--- config.mk ---
export PLATFORM = sky130hd
export DESIGN_NAME = slider_step_scheduler
export DESIGN_NICKNAME = d
export VERILOG_FILES = /design/src/rtl/slider_step_scheduler.sv
export SDC_FILE = /design/constraint.sdc
export NUM_CORES = 1
export LEC_CHECK = 0
export BUFFER_PORTS_ARGS = -buffer_cell sky130_fd_sc_hd__buf_2
export CAP_MARGIN = 10
export CELL_PAD_IN_SITES_DETAIL_PLACEMENT = 0
export CELL_PAD_IN_SITES_GLOBAL_PLACEMENT = 1
export CORE_AREA = 2 2 99 101
export CTS_BUF_LIST = sky130_fd_sc_hd__clkbuf_4 sky130_fd_sc_hd__clkbuf_8
export DETAILED_ROUTE_END_ITERATION = 8
export DIE_AREA = 0 0 101 103
export PLACE_DENSITY_LB_ADDON = 0.12
export SYNTH_ARGS = -nofsm -noshare
export SYNTH_HDL_FRONTEND = slang
export SYNTH_SLANG_ARGS = --single-unit
--- constraint.sdc ---
create_clock -name clk -period 6.28 [get_ports clk]
set_clock_uncertainty 0.1 [all_clocks]
set_input_delay 1.57 -clock clk [delete_from_list [all_inputs] [get_ports clk]]
set_output_delay 1.57 -clock clk [all_outputs]
set_load 0.05 [all_outputs]
--- src/rtl/slider_step_scheduler.sv ---
// slider_step_scheduler: round-robin step scheduler for a 4-slider 0..MAX_VAL counter.
// Optional macro: SLIDER_SATURATE_EN (saturate at MAX_VAL instead of wrapping).
//
// Ports:
//   clk    - clock, rising edge
//   rst    - synchronous active-high reset (sets round-robin pointer to 3)
//   clr    - synchronous clear of number, pending, prescaler and FSM
//   slider - [3:0] active sliders; bit i requests a step of 10^i per tick
//   number - [13:0] registered accumulated value
//   grant  - [3:0] one-hot pulse, slider whose step lands this cycle
//   busy   - requests pending or FSM serving
module slider_step_scheduler #(
    parameter int TICK_DIV = 32500000,
    parameter int MAX_VAL  = 9999
) (
    input  logic        clk,
    input  logic        rst,
    input  logic        clr,
    input  logic [3:0]  slider,
    output logic [13:0] number,
    output logic [3:0]  grant,
    output logic        busy
);

    typedef enum logic {
        IDLE,
        SERVE
    } state_t;

    localparam logic [25:0] TICK_LAST = 26'(TICK_DIV - 1);
    localparam logic [14:0] MAX15     = 15'(MAX_VAL);
    localparam logic [14:0] WRAP15    = 15'(MAX_VAL + 1);
    localparam logic [13:0] MAX14     = 14'(MAX_VAL);

    state_t      state;
    logic [25:0] presc;
    logic [3:0]  pending;
    logic [1:0]  ptr;

    logic        tick;
    logic [3:0]  pend_set;
    logic [3:0]  sel;
    logic [1:0]  sel_idx;
    logic [1:0]  idx;
    logic        found;
    logic [14:0] step;
    logic [14:0] sum;
    logic [13:0] next_num;

    assign tick     = (slider != 4'd0) && (presc == TICK_LAST);
    assign pend_set = tick ? slider : 4'd0;
    assign busy     = (pending != 4'd0) || (state == SERVE);

    // Round-robin search starting just after the last granted slider.
    always_comb begin
        sel     = 4'd0;
        sel_idx = ptr;
        idx     = ptr;
        found   = 1'b0;
        for (int k = 1; k <= 4; k++) begin
            idx = ptr + 2'(k);
            if (!found && pending[idx]) begin
                found   = 1'b1;
                sel_idx = idx;
            end
        end
        if (found)
            sel = 4'b0001 << sel_idx;
    end

    always_comb begin
        step = 15'd0;
        unique case (1'b1)
            sel[0]:  step = 15'd1;
            sel[1]:  step = 15'd10;
            sel[2]:  step = 15'd100;
            sel[3]:  step = 15'd1000;
            default: step = 15'd0;
        endcase
    end

    assign sum = {1'b0, number} + step;

    always_comb begin
        next_num = sum[13:0];
`ifdef SLIDER_SATURATE_EN
        if (sum > MAX15)
            next_num = MAX14;
`else
        if (sum > MAX15)
            next_num = 14'(sum - WRAP15);
`endif
    end

    always_ff @(posedge clk) begin
        if (rst) begin
            state   <= IDLE;
            presc   <= 26'd0;
            pending <= 4'd0;
            ptr     <= 2'd3;
            grant   <= 4'd0;
            number  <= 14'd0;
        end else if (clr) begin
            // Pointer is deliberately kept across a clear.
            state   <= IDLE;
            presc   <= 26'd0;
            pending <= 4'd0;
            grant   <= 4'd0;
            number  <= 14'd0;
        end else begin
            if (slider == 4'd0 || tick)
                presc <= 26'd0;
            else
                presc <= presc + 26'd1;

            case (state)
                IDLE: begin
                    if (pending != 4'd0) begin
                        state   <= SERVE;
                        grant   <= sel;
                        ptr     <= sel_idx;
                        number  <= next_num;
                        // A tick on the granted bit re-arms it.
                        pending <= (pending & ~sel) | pend_set;
                    end else begin
                        grant   <= 4'd0;
                        pending <= pending | pend_set;
                    end
                end
                SERVE: begin
                    state   <= IDLE;
                    grant   <= 4'd0;
                    pending <= pending | pend_set;
                end
                default: begin
                    state   <= IDLE;
                    grant   <= 4'd0;
                end
            endcase
        end
    end

endmodule

==> results of run 1 <==
==> synthesized netlist by cell type, types with 3 or more instances <==
master,n,area (um^2)
o21ai_0,18,90.09
nand4b_1,3,26.28
or4_1,3,22.52
nand4_1,5,31.28
ha_1,12,150.1
nand3_1,30,150.1
or3_1,6,37.54
a211o_1,4,35.03
a211oi_1,5,37.54
xor2_1,16,140.1
buf_2,3,15.01
nor2b_1,6,37.54
inv_1,18,67.56
nor2_1,52,195.2
a21oi_1,35,175.2
xnor2_1,17,148.9
nand2b_1,6,37.54
dfxtp_1,51,1021
nor4_1,6,37.54
nor3_1,7,35.03
clkbuf_1,10,37.54
nand2_1,35,131.4
and3_1,7,43.79
and4_1,5,43.79
==> stage by stage <==
stage | total power (W) | setup slack, ns | util
2_1_floorplan | 0.0003375 | 2.367 | -
3_3_place_gp | 0.0003425 | 1.661 | 0.3577
3_5_place_dp | 0.0003423 | 1.513 | 0.3577
4_1_cts | 0.0005585 | 1.467 | 0.3679
5_1_grt | 0.0005744 | 1.298 | 0.3687
6_report | 0.0005474 | 1.709 | 0.3687
==> cell type report <==
| class | count | area (um^2) |
|---|---|---|
| fillers | 1014 | 5972 |
| multi-input cells | 323 | 2027 |
| flip-flops and latches | 51 | 1021 |
| well taps | 114 | 142.6 |
| repair buffers | 26 | 132.6 |
| clock buffers | 5 | 68.82 |
| inverters | 18 | 67.56 |
| clock inverters | 3 | 27.53 |
==> routing by layer <==
layer  up-vias  track usage
li1       1483            -
met1      1351       0.1971
met2        41       0.2944
met3         5      0.02712
met4         0      0.04158
met5         -            0
==> power by group through the flow <==
stage / sequential (W) / combinational, W / clock (W)
floorplan: 0.000332 / 0.00000574 / 0
global placement: 0.000332 / 0.0000106 / 0
detailed placement: 0.000332 / 0.0000105 / 0
CTS: 0.000324 / 0.0000105 / 0.000223
global route: 0.000325 / 0.0000115 / 0.000238
finish: 0.000324 / 0.0000101 / 0.000213
==> flip-flops by register name, indices dropped and copies added (netlist names) <==
name	flops
presc	26
state	1
ptr	2
number	14
grant	4
pending	4
==> worst max path at each step <==
stage	from	slack, ns	to
after global routing	pending[0]	1.30	number[4]
after detailed placement	pending[0]	1.51	number[10]
after CTS	pending[0]	1.47	number[10]
final	pending[0]	1.71	number[4]
after global placement	pending[1]	1.66	number[10]
after floorplan	pending[1]	2.37	number[4]
==> layout by cell type (no fill, tap or decap), types with 3 or more instances in the layout <==
master,Yosys,layout
nor3_1,7,7
nand2_1,35,35
or4_1,3,3
and3_1,7,7
xnor2_1,17,17
nand2b_1,6,6
nand4_1,5,5
o21ai_0,18,18
buf_2,3,25
dfxtp_1,51,51
nand4b_1,3,3
nand3_1,30,30
inv_1,18,18
nor2b_1,6,6
nor2_1,52,52
a211oi_1,5,5
ha_1,12,12
clkbuf_8,0,5
xor2_1,16,16
nor4_1,6,6
or3_1,6,6
a211o_1,4,4
a21oi_1,35,35
and4_1,5,5
==> worst max-delay path: stages, from the launching register on <==
cell	delay, ns
dfxtp_1	0.38
nor4_1	0.66
nor2_1	0.24
nand2b_1	0.19
inv_1	0.12
ha_1	0.44
and3_1	0.25
and2_4	0.18
a211oi_1	0.07
a221o_1	0.37
nor4b_4	0.41
a31o_1	0.39
a21oi_1	0.11
nor3b_1	0.22
mux2_1	0.34
==> kinds of logic (layout without fill, tap and decap cells) <==
| group | count (synthesis) | count (layout) |
|---|---|---|
| and+or+nand+nor | 186 | 186 |
| xor gates and xnor gates | 33 | 33 |
| buffers and inverters | 33 | 52 |
| muxes | 2 | 2 |
| adders and majority gates | 13 | 13 |
| AOI/OAI and AO/OA | 89 | 89 |
| DFF | 51 | 51 |
==> flow_summary.ini, run 1 <==
[run_status]
status = completed

[routing]
wire_per_inst_um = 14.78
drtAntennaViolNets = 0
drt_first_pass_iters = 5
wl_met2_mm = 3.873
drtIter0Drc = 74
drt-met1-wl_mm = 3.829
highest-signal-layer = met4
route.detailed.drc = 0
via_per_inst = 5.333
num_vias = 2880
wl_met3_um = 204
wirelength_mm = 7.982

[yosys]
synthAdderAreaFrac = 0.05346
synth_compound_area_frac = 0.1808
synth-main-ff-cell = dfxtp_1
synth-seq-cells = 51
synthCells = 407
synth_top_family_by_area = simple AND/OR/NAND/NOR gates
synth_fp_nets = 427
synth_xor_area_frac = 0.09080
synth-edff-count = 0
muxShareOfSynthArea = 0.007075
netlist_area_um2 = 3183
ys_warn_count = 0
post_synth_num_cell_types = 61
yosys.area_share.simple = 0.3046
async_flop_share = 0
avgSynthCellArea_um2 = 7.821
yosysSeqAreaShare = 0.3208

[min_path]
whs_endpoint = presc[0]
hold_path.class = reg2reg
hold_path_depth = 1
min-delay-start = presc[0]

[global_route]
grt_pass1_vias = 2777
grt_usage = 0.1613
grt_overflow = 0
grt_first_pass_wirelength_mm = 13.25
grt_start_max_net_pins = 27
grt_antenna_before_repair = 0

[final_layout]
instances_no_fill = 540
nets = 445
final_area_um2 = 3487
syn_to_final_growth_pct = 9.552
insertedDiodeCount = 0
drive_gt1_frac = 0.1080

[placement]
io_buffers = 25
dp.cells = 531
post-dp-hpwl_mm = 6.032
place_area_um2 = 3383
globalplace.congestion = 0.8405

[timing]
setup_violations = 0
fin_setup_tns_ns = 0
slew_headroom = 0.2444
rsz0062_at_grt = false
timing.hold.ws_ns = 0.3696
drv_slew = 0
fmax_mhz = 218.8
finalCritPeriodShare = 0.7278
hold_violations = 0
fin_crit_ns = 4.571
worstMarginPinSlew_ns = 1.129

[setup_path]
r2r_start = pending[0]
crit_arrival_ns = 4.68
reg2reg_depth = 14
r2r_slack_ns = 1.71
end_kind = flip-flop
cp.required_ns = 6.39
critPathLaunchType = flip-flop
crit_fanout = 9
worstReg2RegEnd = number[4]
crit_type = reg2reg

[clock_tree]
post-cts-setup-buffer-count = 0
clk_latency_ns = 0.32
cts.sinks = 51
postCtsResizedCells = 0
postCtsHoldBufs = 0
cts.clk_slew.worst_paths_ns = 0.12
clockBufferDepth = 2
cts_buffers = 5
cts_root_buf = clkbuf_8
cts_tree = yes
htree_levels = 2

[job]
max_cap_violations = 0

[pwr]
clock_power_share = 0.389
p_per_area_nw_per_um2 = 157.0
swShare = 0.2520
power.share.combinational = 0.018
seqPwrFrac = 0.593
peakVddDrop_v = 0.00009900
power.internal_w = 0.0004095
p_leak_nw = 1.323
p_sw_w = 0.0001379

[die]
dieArea_um2 = 10400
pin_count = 26
die_x_um = 101
placementRows = 36
die_y_um = 103
coreArea_um2 = 9459
start_util = 0.3365
No activity file was read; power rests on OpenSTA's default activity.
==> run 2, diff against run 1 <==
ABC_AREA = 1   (was default)
CORE_AREA = 2 2 105 107   (was 2 2 99 101)
DIE_AREA = 0 0 107 109   (was 0 0 101 103)
clock period = 3.9 ns   (was 6.28 ns; I/O delays follow)
==> flow_summary.ini, run 2 <==
[yosys]
yosys-top-cells-area = dfxtp_1 28%, nand2_1 17%, inv_1 8.3%, nand3_1 6.2%, nor2_1 5.9%
ys_warn_count = 0
synthCells = 579
netlist_area_um2 = 3632
synth-main-ff-cell = dfxtp_1
synth-edff-count = 0
async_flop_share = 0
yosys-top-cells-count = 164 x nand2_1, 80 x inv_1, 57 x nor2_1, 51 x dfxtp_1, 45 x nand3_1
yosysSeqAreaShare = 0.2811
synth_fp_nets = 599
yosysMostFrequentCell = nand2_1
synth-seq-cells = 51
yosysTopAreaCellShare = 0.2811
synth_area_leader_cell = dfxtp_1
post_synth_num_cell_types = 38
avgSynthCellArea_um2 = 6.273

[timing]
finalCritPeriodShare = 0.9634
hold_violations = 0
fin_crit_ns = 3.757
drv_slew = 0
setup_violations = 0
slew_headroom = 0.5568
rsz0062_at_grt = true
timing.hold.ws_ns = 0.3595
worstMarginPinSlew_ns = 0.6641
fmax_mhz = 266.2

[setup_path]
end_kind = flip-flop
r2r_start = ptr[0]
crit_buf_inv = 8
critPathLaunchType = flip-flop
slowest_delay_ns = 0.42
crit_start = ptr[0]
crit_arrival_ns = 3.87
crit_path_top_delay_cell = dfxtp_4
crit_fanout = 7
crit_family = simple AND/OR/NAND/NOR gates
crit_path_frequent_cell = nand2_1
crit_type = reg2reg
cp.required_ns = 4.02

[placement]
globalplace.congestion = 0.8399
post-dp-hpwl_mm = 8.250
dp.cells = 800
place_area_um2 = 4380
io_buffers = 25

[routing]
drt_first_pass_iters = 4
route.detailed.drc = 0
num_vias = 3910
via_per_inst = 4.745
drtIter0Drc = 182
wirelength_mm = 10.74
drtAntennaViolNets = 0
wire_per_inst_um = 13.03

[global_route]
grt_usage = 0.1859
top_usage_layer = met2
grt_pass1_vias = 3616
grt_first_pass_wirelength_mm = 17.31
grt_overflow = 0
grt_use_met3 = 0.02271
grt_use_met2 = 0.3189
use_met1 = 0.2499
grt_start_max_net_pins = 22
grt_antenna_before_repair = 0

[final_layout]
syn_to_final_growth_pct = 39.58
regMostFlops = presc
final_common_cell = nand2_1
reg.largest.list = presc: 26 flops, number: 14 flops
insertedDiodeCount = 0
instances_no_fill = 824
largest_reg_flops = 26
nFillCells = 1106
mostFrequentLayoutCells = 132 x nand2_1, 73 x buf_4, 69 x inv_1
drive_gt1_frac = 0.3523
final_area_um2 = 5070
nets = 703

[pwr]
swShare = 0.2487
p_sw_w = 0.0002186
clock_power_share = 0.384
power.share.combinational = 0.023
peakVddDrop_v = 0.0001171
p_total_w = 0.0008786
p_per_area_nw_per_um2 = 173.3
seqPwrFrac = 0.593
p_leak_nw = 2.259
power.internal_w = 0.0006601

[die]
coreArea_um2 = 10600
placementRows = 38
die_y_um = 109
dieArea_um2 = 11660
pin_count = 26
die_x_um = 107
start_util = 0.3426

[job]
max_cap_violations = 0

[min_path]
hold_path.class = reg2reg
min-delay-start = presc[0]

[clock_tree]
cts_buffers = 5
clk_latency_ns = 0.32
cts.clk_slew.worst_paths_ns = 0.11
postCtsHoldBufs = 0
cts.sinks = 51
cts_tree = yes
clockBufferDepth = 2
htree_levels = 2
cts_root_buf = clkbuf_8

[run_status]
status = completed
run 2: cells by family after synthesis:
family / after synthesis / synth area share
simple gates: 341 / 0.4378
buf+inv: 94 / 0.09886
xor+xnor: 12 / 0.03101
compound gates: 68 / 0.1044
fa+ha+maj: 13 / 0.04685
flops: 51 / 0.2811
run 2: metrics by stage:
step | setup TNS (ns) | utilization | worst slack (ns)
detailed placement | -1.013 | 0.4131 | -0.1174
CTS | 0 | 0.4246 | 0.01221
floorplan | 0 | - | 0.1231
global route | -1.150 | 0.4782 | -0.1323
finish | 0 | 0.4782 | 0.1429
global placement | -0.3856 | 0.4131 | -0.1240
run 2: layer usage:
metal	vias to the layer above	routed length (um)
met3	8	314
li1	2067	-
met1	1782	5122
met4	0	121
met2	53	5182
met5	-	0
run 2: worst paths after layout:
| check | end | slack [ns] | cells after the start |
|---|---|---|---|
| worst max register to register | number[4] | 0.14 | 32 |
| worst min register to register | presc[0] | 0.36 | 1 |
| worst max-delay path | number[4] | 0.14 | 32 |
| worst min-delay path | presc[0] | 0.36 | 1 |
run 2: timing repair:
item	CTS	global route
buffers inserted	0	15
pin swaps	1	64
endpoints found under the setup margin	10	10
gates resized for setup	10	109
cloned	0	1
run 2: final cells by class:
cell class	instances	area (um^2)	share of cell area
clock inverter	3	28.78	0.005676
tap	140	175.2	0.03455
sequential	51	1028	0.2029
inverter	85	319.1	0.06293
multi-input combinational	435	2698	0.5321
timing repair buffer	105	752.0	0.1483
clock buffer	5	68.82	0.01357
run 2: power by group through the flow:
| stage | sequential [W] | clock [W] | combinational (W) |
|---|---|---|---|
| CTS | 0.000521 | 0.000353 | 0.0000206 |
| global placement | 0.000534 | 0 | 0.0000205 |
| floorplan | 0.000534 | 0 | 0.00000984 |
| finish | 0.000521 | 0.000338 | 0.0000204 |
| detailed placement | 0.000534 | 0 | 0.0000204 |
| global route | 0.000521 | 0.000377 | 0.0000229 |
==> run 3, diff against run 2 <==
CTS_BUF_LIST = sky130_fd_sc_hd__clkbuf_16   (was sky130_fd_sc_hd__clkbuf_4 sky130_fd_sc_hd__clkbuf_8)
==> flow_summary.ini, run 3 (synthesized netlist as in run 2, its figures left out) <==
[die]
start_util = 0.3426
die_y_um = 109
dieArea_um2 = 11660
placementRows = 38
coreArea_um2 = 10600
die_x_um = 107
pin_count = 26

[pwr]
swShare = 0.2328
power.share.combinational = 0.020
clock_power_share = 0.462
seqPwrFrac = 0.518
p_total_w = 0.001006
p_per_area_nw_per_um2 = 195.9
p_sw_w = 0.0002343
power.internal_w = 0.0007722
peakVddDrop_v = 0.0001408
p_leak_nw = 2.301

[routing]
via_per_inst = 4.786
highest-signal-layer = met4
drtIter0Drc = 198
drt_first_pass_iters = 5
drt-met1-wl_mm = 5.194
route.detailed.drc = 0
wl_met3_um = 247
drtAntennaViolNets = 0
num_vias = 3953
wirelength_mm = 10.88
wl_met2_mm = 5.255
wire_per_inst_um = 13.17

[timing]
slew_headroom = 0.5619
timing.final.ws_setup_ns = 0.1191
worstMarginPinSlew_ns = 0.6564
fmax_mhz = 264.5
fin_setup_tns_ns = 0
fin_crit_ns = 3.781
setup_violations = 0
hold_violations = 0
rsz0062_at_grt = true
finalCritPeriodShare = 0.9695
drv_slew = 0

[min_path]
min-delay-start = presc[0]
hold_path.class = reg2reg
hold_path_depth = 1
whs_endpoint = presc[0]

[clock_tree]
postCtsHoldBufs = 0
cts_buffers = 5
cts.clk_slew.worst_paths_ns = 0.08
cts_root_buf = clkbuf_16
clockBufferDepth = 2
htree_levels = 2
cts_tree = yes
cts.sinks = 51
clk_latency_ns = 0.30

[setup_path]
cp.required_ns = 4.00
r2r_slack_ns = 0.12
crit_path_top_delay_cell = dfxtp_4
critPathLaunchType = flip-flop
worstReg2RegEnd = number[4]
r2r_start = ptr[0]
crit_type = reg2reg
slowest_delay_ns = 0.38
crit_fanout = 7
reg2reg_depth = 31
crit_arrival_ns = 3.88
end_kind = flip-flop

[global_route]
grt_pass1_vias = 3625
grt_start_max_net_pins = 22
grt_antenna_before_repair = 0
grt_overflow = 0
grt_first_pass_wirelength_mm = 17.24
grt_usage = 0.1860

[final_layout]
nFillCells = 1100
drive_gt1_frac = 0.3499
final_common_cell = nand2_1
mostFrequentLayoutCells = 132 x nand2_1, 73 x buf_4, 71 x inv_1
insertedDiodeCount = 0
syn_to_final_growth_pct = 41.47
final_area_um2 = 5139
reg.largest.list = presc: 26 flops, number: 14 flops
regMostFlops = presc
largest_reg_flops = 26
nets = 705
fin_util = 0.4847

[placement]
globalplace.congestion = 0.8399
place_area_um2 = 4380
post-place-ws_ns = -0.1174
io_buffers = 25
post-dp-hpwl_mm = 8.250

[job]
max_cap_violations = 0

[run_status]
status = completed
run 3: cell count changes in the layout (fill, tap and decap cells not counted), moves of 2 or more:
cell / previous run / this run
clkbuf_16: 0 / 5
buf_6: 7 / 9
inv_2: 15 / 13
inv_1: 69 / 71
clkbuf_8: 5 / 0
run 3: through the flow:
stage / hold slack, ns / std cells
finish: 0.3556 / 826
floorplan: 0.3175 / 579
CTS: 0.3544 / 808
global placement: 0.3314 / 800
detailed placement: 0.3420 / 800
global route: 0.3699 / 826
run 3: worst max-delay path by stage:
stage,start,end,cells after the start
final,ptr[0],number[4],31
after global routing,ptr[0],number[11],30
after CTS,ptr[0],number[12],33
after detailed placement,ptr[0],number[12],32
after global placement,ptr[0],number[12],32
after floorplan,ptr[0],number[8],32
run 3: layer usage:
metal,vias to the layer above,GRT usage
li1,2075,-
met1,1810,0.2481
met2,56,0.3189
met3,12,0.02451
met4,0,0.04638
met5,-,0
run 3: final cells by class:
class                      count  area [um^2]  area share
multi-input combinational    435         2690      0.5235
sequential                    51         1026      0.1997
timing repair buffer         107        774.5      0.1507
inverter                      85        319.1     0.06209
tap                          140        175.2     0.03409
clock buffer                   5        125.1     0.02435
clock inverter                 3        28.78    0.005600
run 3: timing repair:
action	CTS	global route
cloned	0	1
resized for setup	7	112
pin swaps	1	59
buffers inserted	0	17
setup endpoints to repair	10	10
run 3: power groups by stage:
stage                     clock network, W  registers, W   logic [W]
after floorplan                          0      0.000534  0.00000984
after global placement                   0      0.000534   0.0000205
after detailed placement                 0      0.000534   0.0000204
after CTS                         0.000480      0.000521   0.0000206
after global routing              0.000501      0.000521   0.0000229
final                             0.000465      0.000521   0.0000206
run 3: critical path: cells and delay by family (launching register included):
family | cells | cell delay [ns]
DFF | 1 | 0.38
buffers and inverters | 7 | 0.59
adders and majority gates | 3 | 0.62
AOI/OAI and AO/OA | 1 | 0.16
and+or+nand+nor | 19 | 1.63
xor gates and xnor gates | 1 | 0.20
